--- config.mk ---
export PLATFORM = sky130hd
export DESIGN_NAME = udp_box_collector
export DESIGN_NICKNAME = d
export VERILOG_FILES = /design/src/rtl/udp_box_collector.sv
export SDC_FILE = /design/constraint.sdc
export NUM_CORES = 1
export LEC_CHECK = 0
export BUFFER_PORTS_ARGS = -buffer_cell sky130_fd_sc_hd__buf_2
export CAP_MARGIN = 20
export CORE_MARGIN = 1.5
export CORE_UTILIZATION = 63
export DETAILED_ROUTE_END_ITERATION = 16
export PLACE_DENSITY = 0.84
export SYNTH_ARGS = -nofsm -noshare
export SYNTH_HDL_FRONTEND = slang
export SYNTH_SLANG_ARGS = --single-unit
--- constraint.sdc ---
create_clock -name clk -period 3.4 [get_ports clk]
set_input_delay 0.34 -clock clk [delete_from_list [all_inputs] [get_ports clk]]
set_output_delay 0.34 -clock clk [all_outputs]
set_load 0.03 [all_outputs]
--- src/rtl/udp_box_collector.sv ---
// udp_box_collector: assembles box-list UDP payloads into packed records
// and commits them at frame start. Optional trailing checksum: UDP_BOX_CKSUM_EN.
module udp_box_collector #(
  parameter  int N_BOX = 4,
  parameter  int H_ACT = 1280,
  parameter  int V_ACT = 720,
  parameter  int C_DEP = 2,
  localparam int SEG_W = 2 * ($clog2(H_ACT) + $clog2(V_ACT)) + 3 * C_DEP,
  localparam int CW    = $clog2(N_BOX + 1)
) (
  input  logic                   clk,
  input  logic                   rst,
  input  logic [7:0]             rx_data,
  input  logic                   rx_valid,
  input  logic                   rx_last,
  input  logic                   frame_start,
  output logic [N_BOX*SEG_W-1:0] udp_data,
  output logic [CW-1:0]          box_cnt,
  output logic                   update,
  output logic                   pkt_drop
);

  localparam int RB = SEG_W / 8;
  localparam int BW = $clog2(RB + 1);
  localparam int TW = N_BOX * SEG_W;
  localparam logic [7:0] MAGIC = 8'hA5;

  if (SEG_W % 8 != 0) begin : g_seg_chk
    $error("SEG_W must be a multiple of 8");
  end

  typedef enum logic [2:0] {
    S_IDLE, S_CNT, S_DATA, S_CSUM, S_COMMIT, S_DRAIN
  } state_t;

  state_t        state, state_nx;
  logic          drop_nx, clr, wr, n_ld, fin;
  logic [CW-1:0] n_reg, rec_i, pend_cnt;
  logic [BW-1:0] byte_j;
  logic [7:0]    xsum;
  logic [TW-1:0] asm_buf, pend, pend_nx;
  logic          pend_flag;

  assign fin = (rec_i + CW'(1) == n_reg) && (byte_j == BW'(RB - 1));

  always_ff @(posedge clk) begin
    if (rst) state <= S_IDLE;
    else     state <= state_nx;
  end

  always_comb begin
    state_nx = state;
    drop_nx  = 1'b0;
    clr      = 1'b0;
    wr       = 1'b0;
    n_ld     = 1'b0;
    if (state == S_COMMIT) state_nx = S_IDLE;
    if (rx_valid) begin
      unique case (state)
        S_IDLE, S_COMMIT: begin
          if (rx_data == MAGIC && !rx_last) begin
            state_nx = S_CNT;
          end else if (rx_last) begin
            drop_nx  = 1'b1;
            state_nx = S_IDLE;
          end else begin
            state_nx = S_DRAIN;
          end
        end
        S_CNT: begin
          n_ld = 1'b1;
          if (rx_data > 8'(N_BOX)) begin
            if (rx_last) begin
              drop_nx  = 1'b1;
              state_nx = S_IDLE;
            end else begin
              state_nx = S_DRAIN;
            end
          end else if (rx_data == 8'h00) begin
`ifdef UDP_BOX_CKSUM_EN
            if (rx_last) begin
              drop_nx  = 1'b1;
              state_nx = S_IDLE;
            end else begin
              clr      = 1'b1;
              state_nx = S_CSUM;
            end
`else
            if (rx_last) state_nx = S_COMMIT;
            else         state_nx = S_DRAIN;
`endif
          end else if (rx_last) begin
            drop_nx  = 1'b1;
            state_nx = S_IDLE;
          end else begin
            clr      = 1'b1;
            state_nx = S_DATA;
          end
        end
        S_DATA: begin
          wr = 1'b1;
          if (fin) begin
`ifdef UDP_BOX_CKSUM_EN
            if (rx_last) begin
              drop_nx  = 1'b1;
              state_nx = S_IDLE;
            end else begin
              state_nx = S_CSUM;
            end
`else
            if (rx_last) state_nx = S_COMMIT;
            else         state_nx = S_DRAIN;
`endif
          end else if (rx_last) begin
            drop_nx  = 1'b1;
            state_nx = S_IDLE;
          end
        end
        S_CSUM: begin
          if (rx_last) begin
            if (rx_data == xsum) begin
              state_nx = S_COMMIT;
            end else begin
              drop_nx  = 1'b1;
              state_nx = S_IDLE;
            end
          end else begin
            state_nx = S_DRAIN;
          end
        end
        S_DRAIN: begin
          if (rx_last) begin
            drop_nx  = 1'b1;
            state_nx = S_IDLE;
          end
        end
        default: state_nx = S_IDLE;
      endcase
    end
  end

  // Assembly buffer and byte cursor; xsum holds the XOR of all prior bytes.
  always_ff @(posedge clk) begin
    if (clr) asm_buf <= '0;
    if (wr) begin
      for (int s = 0; s < N_BOX; s++) begin
        for (int b = 0; b < RB; b++) begin
          if (rec_i == CW'(s) && byte_j == BW'(b))
            asm_buf[s*SEG_W + (RB-1-b)*8 +: 8] <= rx_data;
        end
      end
    end
    if (clr) begin
      rec_i  <= '0;
      byte_j <= '0;
    end else if (wr) begin
      if (byte_j == BW'(RB - 1)) begin
        byte_j <= '0;
        rec_i  <= rec_i + CW'(1);
      end else begin
        byte_j <= byte_j + BW'(1);
      end
    end
    if (n_ld) n_reg <= rx_data[CW-1:0];
    if (rx_valid) begin
      if (state == S_IDLE || state == S_COMMIT) xsum <= rx_data;
      else                                      xsum <= xsum ^ rx_data;
    end
  end

  always_comb begin
    pend_nx = '0;
    for (int s = 0; s < N_BOX; s++) begin
      if (CW'(s) < n_reg)
        pend_nx[s*SEG_W +: SEG_W] = asm_buf[s*SEG_W +: SEG_W];
    end
  end

  // Commit sets the flag after frame_start has sampled the old one.
  always_ff @(posedge clk) begin
    if (rst) begin
      udp_data  <= '0;
      box_cnt   <= '0;
      update    <= 1'b0;
      pkt_drop  <= 1'b0;
      pend_flag <= 1'b0;
      pend      <= '0;
      pend_cnt  <= '0;
    end else begin
      pkt_drop <= drop_nx;
      update   <= frame_start & pend_flag;
      if (frame_start && pend_flag) begin
        udp_data <= pend;
        box_cnt  <= pend_cnt;
      end
      if (state == S_COMMIT) begin
        pend      <= pend_nx;
        pend_cnt  <= n_reg;
        pend_flag <= 1'b1;
      end else if (frame_start) begin
        pend_flag <= 1'b0;
      end
    end
  end

endmodule
==> impl_metrics.ini <==
[timing]
fin_skew_ns = 0.0183
hold_violations = 0
fin_crit_sh_pct = 77.2
setup_tns_ns = 0
rsz0062_at_grt = no
period_minus_slack_ns = 2.62
fmax_mhz = 381
worst_slew_pin_slew_ns = 1.04
setup_viol_count_final = 0
whs_ns = 0.0746
drv_slew = 0
slew_headroom_pct = 30.5

[worst_setup_path]
start_kind = flip-flop
reg2reg_depth = 5
r2r_end = pend[20]
critPathArrivalTime_ns = 3.12
cpPeakStageDelay_ns = 0.87
crit_start = state[1]
path_cells = inv_1, nand3_4, buf_4, a22oi_1, nor2_1
worst-r2r-setup-slack_ns = 0.78
worst-path-max-fanout = 91
worstSetupPathType = reg -> reg
critical_path.endpoint_type = flip-flop
slowest_stage = buf_4
cp.required_ns = 3.90
endpoint = pend[20]
r2r-start = state[1]

[place]
gp_congestion = 0.829
hpwl_um = 29600
dpl_cell_area_um2 = 22300
port_buffers = 209

[logic_synthesis]
syn_area_per_cell_um2 = 8.18
ys_top_cells_by_count = 894 x nand2_1, 594 x dfxtp_1, 305 x a21oi_1, 146 x o21ai_0, 140 x clkbuf_1
ys_async_sr_fraction_pct = 0
synth_cell_types = 42
synth_top_cell_by_area = dfxtp_1
synth_warnings = 0
syn-num-nets = 2642
synthCells = 2623
synthFlopType = dfxtp_1
syn_area_um2 = 21500
netlist.area_leader.share_pct = 55.4
synth_area_leaders = dfxtp_1 55%, nand2_1 16%, a21oi_1 7.1%
ys_seq_elements = 605
ys_seq_area_share_pct = 56.9
post-synth-top-count-cell = nand2_1
synth-edff-count = 11

[pwr]
p_per_area_nw_per_um2 = 575
power.total_uw = 14000
peakVddDrop_mv = 0.482
power_leakage_uw = 0.00883

[layout]
drive_gt1_share_pct = 12.3
design_area_um2 = 24300
nets = 2725
syn2layout_area_growth_pct = 13.4
top_regs = asm_buf: 192 flops, pend: 192 flops, udp_data: 192 flops
fillers = 2510

[floorplanning]
start_util_pct = 64.0
num_rows = 67
core_um2 = 33500
die_y_um = 188
die_w_um = 188
die_area_um2 = 35200
num_io_pins = 210

[routing]
initialDrtViolationCount = 1699
drtPass1Iterations = 5
vias = 18200
routed_wl_um = 52000
drc = 0
drtAntennaViolNets = 0
wl_per_cell_um = 16.3
viasPerCell = 5.70

[clock_tree]
cts_resized = 0
cts_htree_levels = 2
postCtsHoldBufs = 0
clockBufferDepth = 3
clk_pin_slew_ns = 0.07
cts_buffers = 56
clock_latency_ns = 0.58
postCtsSetupRepairBufs = 0
clock_sink_count = 605
cts_tree = done
clockRootBuffer = clkbuf_16

[global_routing]
grt_overflow = 0
grt_pass1_vias = 16800
antenna_found_initial = 1
grt_max_degree = 196
grt_pass1_wl_um = 84900
grt.total_usage_pct = 29.0

[job]
cap_violations = 0

[min_path]
whs_path_depth = 3
hold_class = in -> reg

[status]
outcome = finished, final reports clean
cell usage in the layout, fill, tap and decap left out, types with 12 or more instances in the layout:
cell type,n
a22oi_1,96
dfxtp_1,594
xnor2_1,12
o21ai_0,146
buf_2,208
a21oi_1,305
nor2_1,135
nand3_1,105
nand2_1,893
buf_4,22
o21ai_1,48
clkbuf_1,14
clkbuf_16,58
logic make-up (layout without fill, tap and decap cells):
| group | after synthesis | count (layout) | share of synthesized area, % |
|---|---|---|---|
| simple gates | 1161 | 1161 | 21.4 |
| compound gates | 606 | 606 | 15.4 |
| flops | 605 | 605 | 56.9 |
| buf+inv | 223 | 350 | 5.04 |
| xor+xnor | 22 | 22 | 0.898 |
| fa+ha+maj | 6 | 6 | 0.350 |
| other cells | 0 | 1 | 0 |
metrics by stage:
stage	setup slack [ns]	utilization [%]	std cells
3_5_place_dp	0.736	66.6	3093
4_1_cts	0.631	72.4	3195
6_report	0.777	72.6	3199
2_1_floorplan	1.52	-	2623
5_1_grt	0.563	72.6	3198
3_3_place_gp	0.906	66.6	3093
layer usage:
| layer | vias up | track usage (%) | part of all wire, % |
|---|---|---|---|
| li1 | 8783 | - | - |
| met1 | 8593 | 39.7 | 43 |
| met2 | 737 | 47.5 | 47 |
| met3 | 116 | 3.93 | 7.3 |
| met4 | 2 | 9.32 | 2.6 |
| met5 | - | 0 | 0.021 |
critical path: cells and delay by family, from the launching register on:
family,cells,cell delay (ns)
and+or+nand+nor,2,0.59
buffers and inverters,2,1.05
DFF,1,0.55
AOI/OAI and AO/OA,1,0.24
power breakdown:
| group | leakage (uW) | total (uW) | switching (uW) | internal (uW) |
|---|---|---|---|---|
| combinational | 0.00300 | 371 | 306 | 65.0 |
| clock | 0.000940 | 6480 | 2630 | 3850 |
| sequential | 0.00489 | 7140 | 16.5 | 7130 |
| total | 0.00883 | 14000 | 2950 | 11000 |
worst min-delay path by stage:
stage | start | end | slack [ns]
finish | rx_last | pkt_drop | 0.07
global route | rx_last | pkt_drop | 0.08
CTS | rx_last | pkt_drop | 0.07
detailed placement | asm_buf[95] | asm_buf[95] | 0.44
global placement | asm_buf[31] | asm_buf[31] | 0.44
floorplan | asm_buf[102] | asm_buf[102] | 0.43
cell type report:
cell class	instances	area, um2	area share [%]
sequential	605	12200	50.2
multi-input combinational	1795	8210	33.7
clock buffer	81	1630	6.69
timing repair buffer	238	1370	5.63
tap	448	561	2.30
clock inverter	21	302	1.24
inverter	10	37.5	0.154
antenna	1	2.50	0.0103
Power figures use the tool's default switching activity.
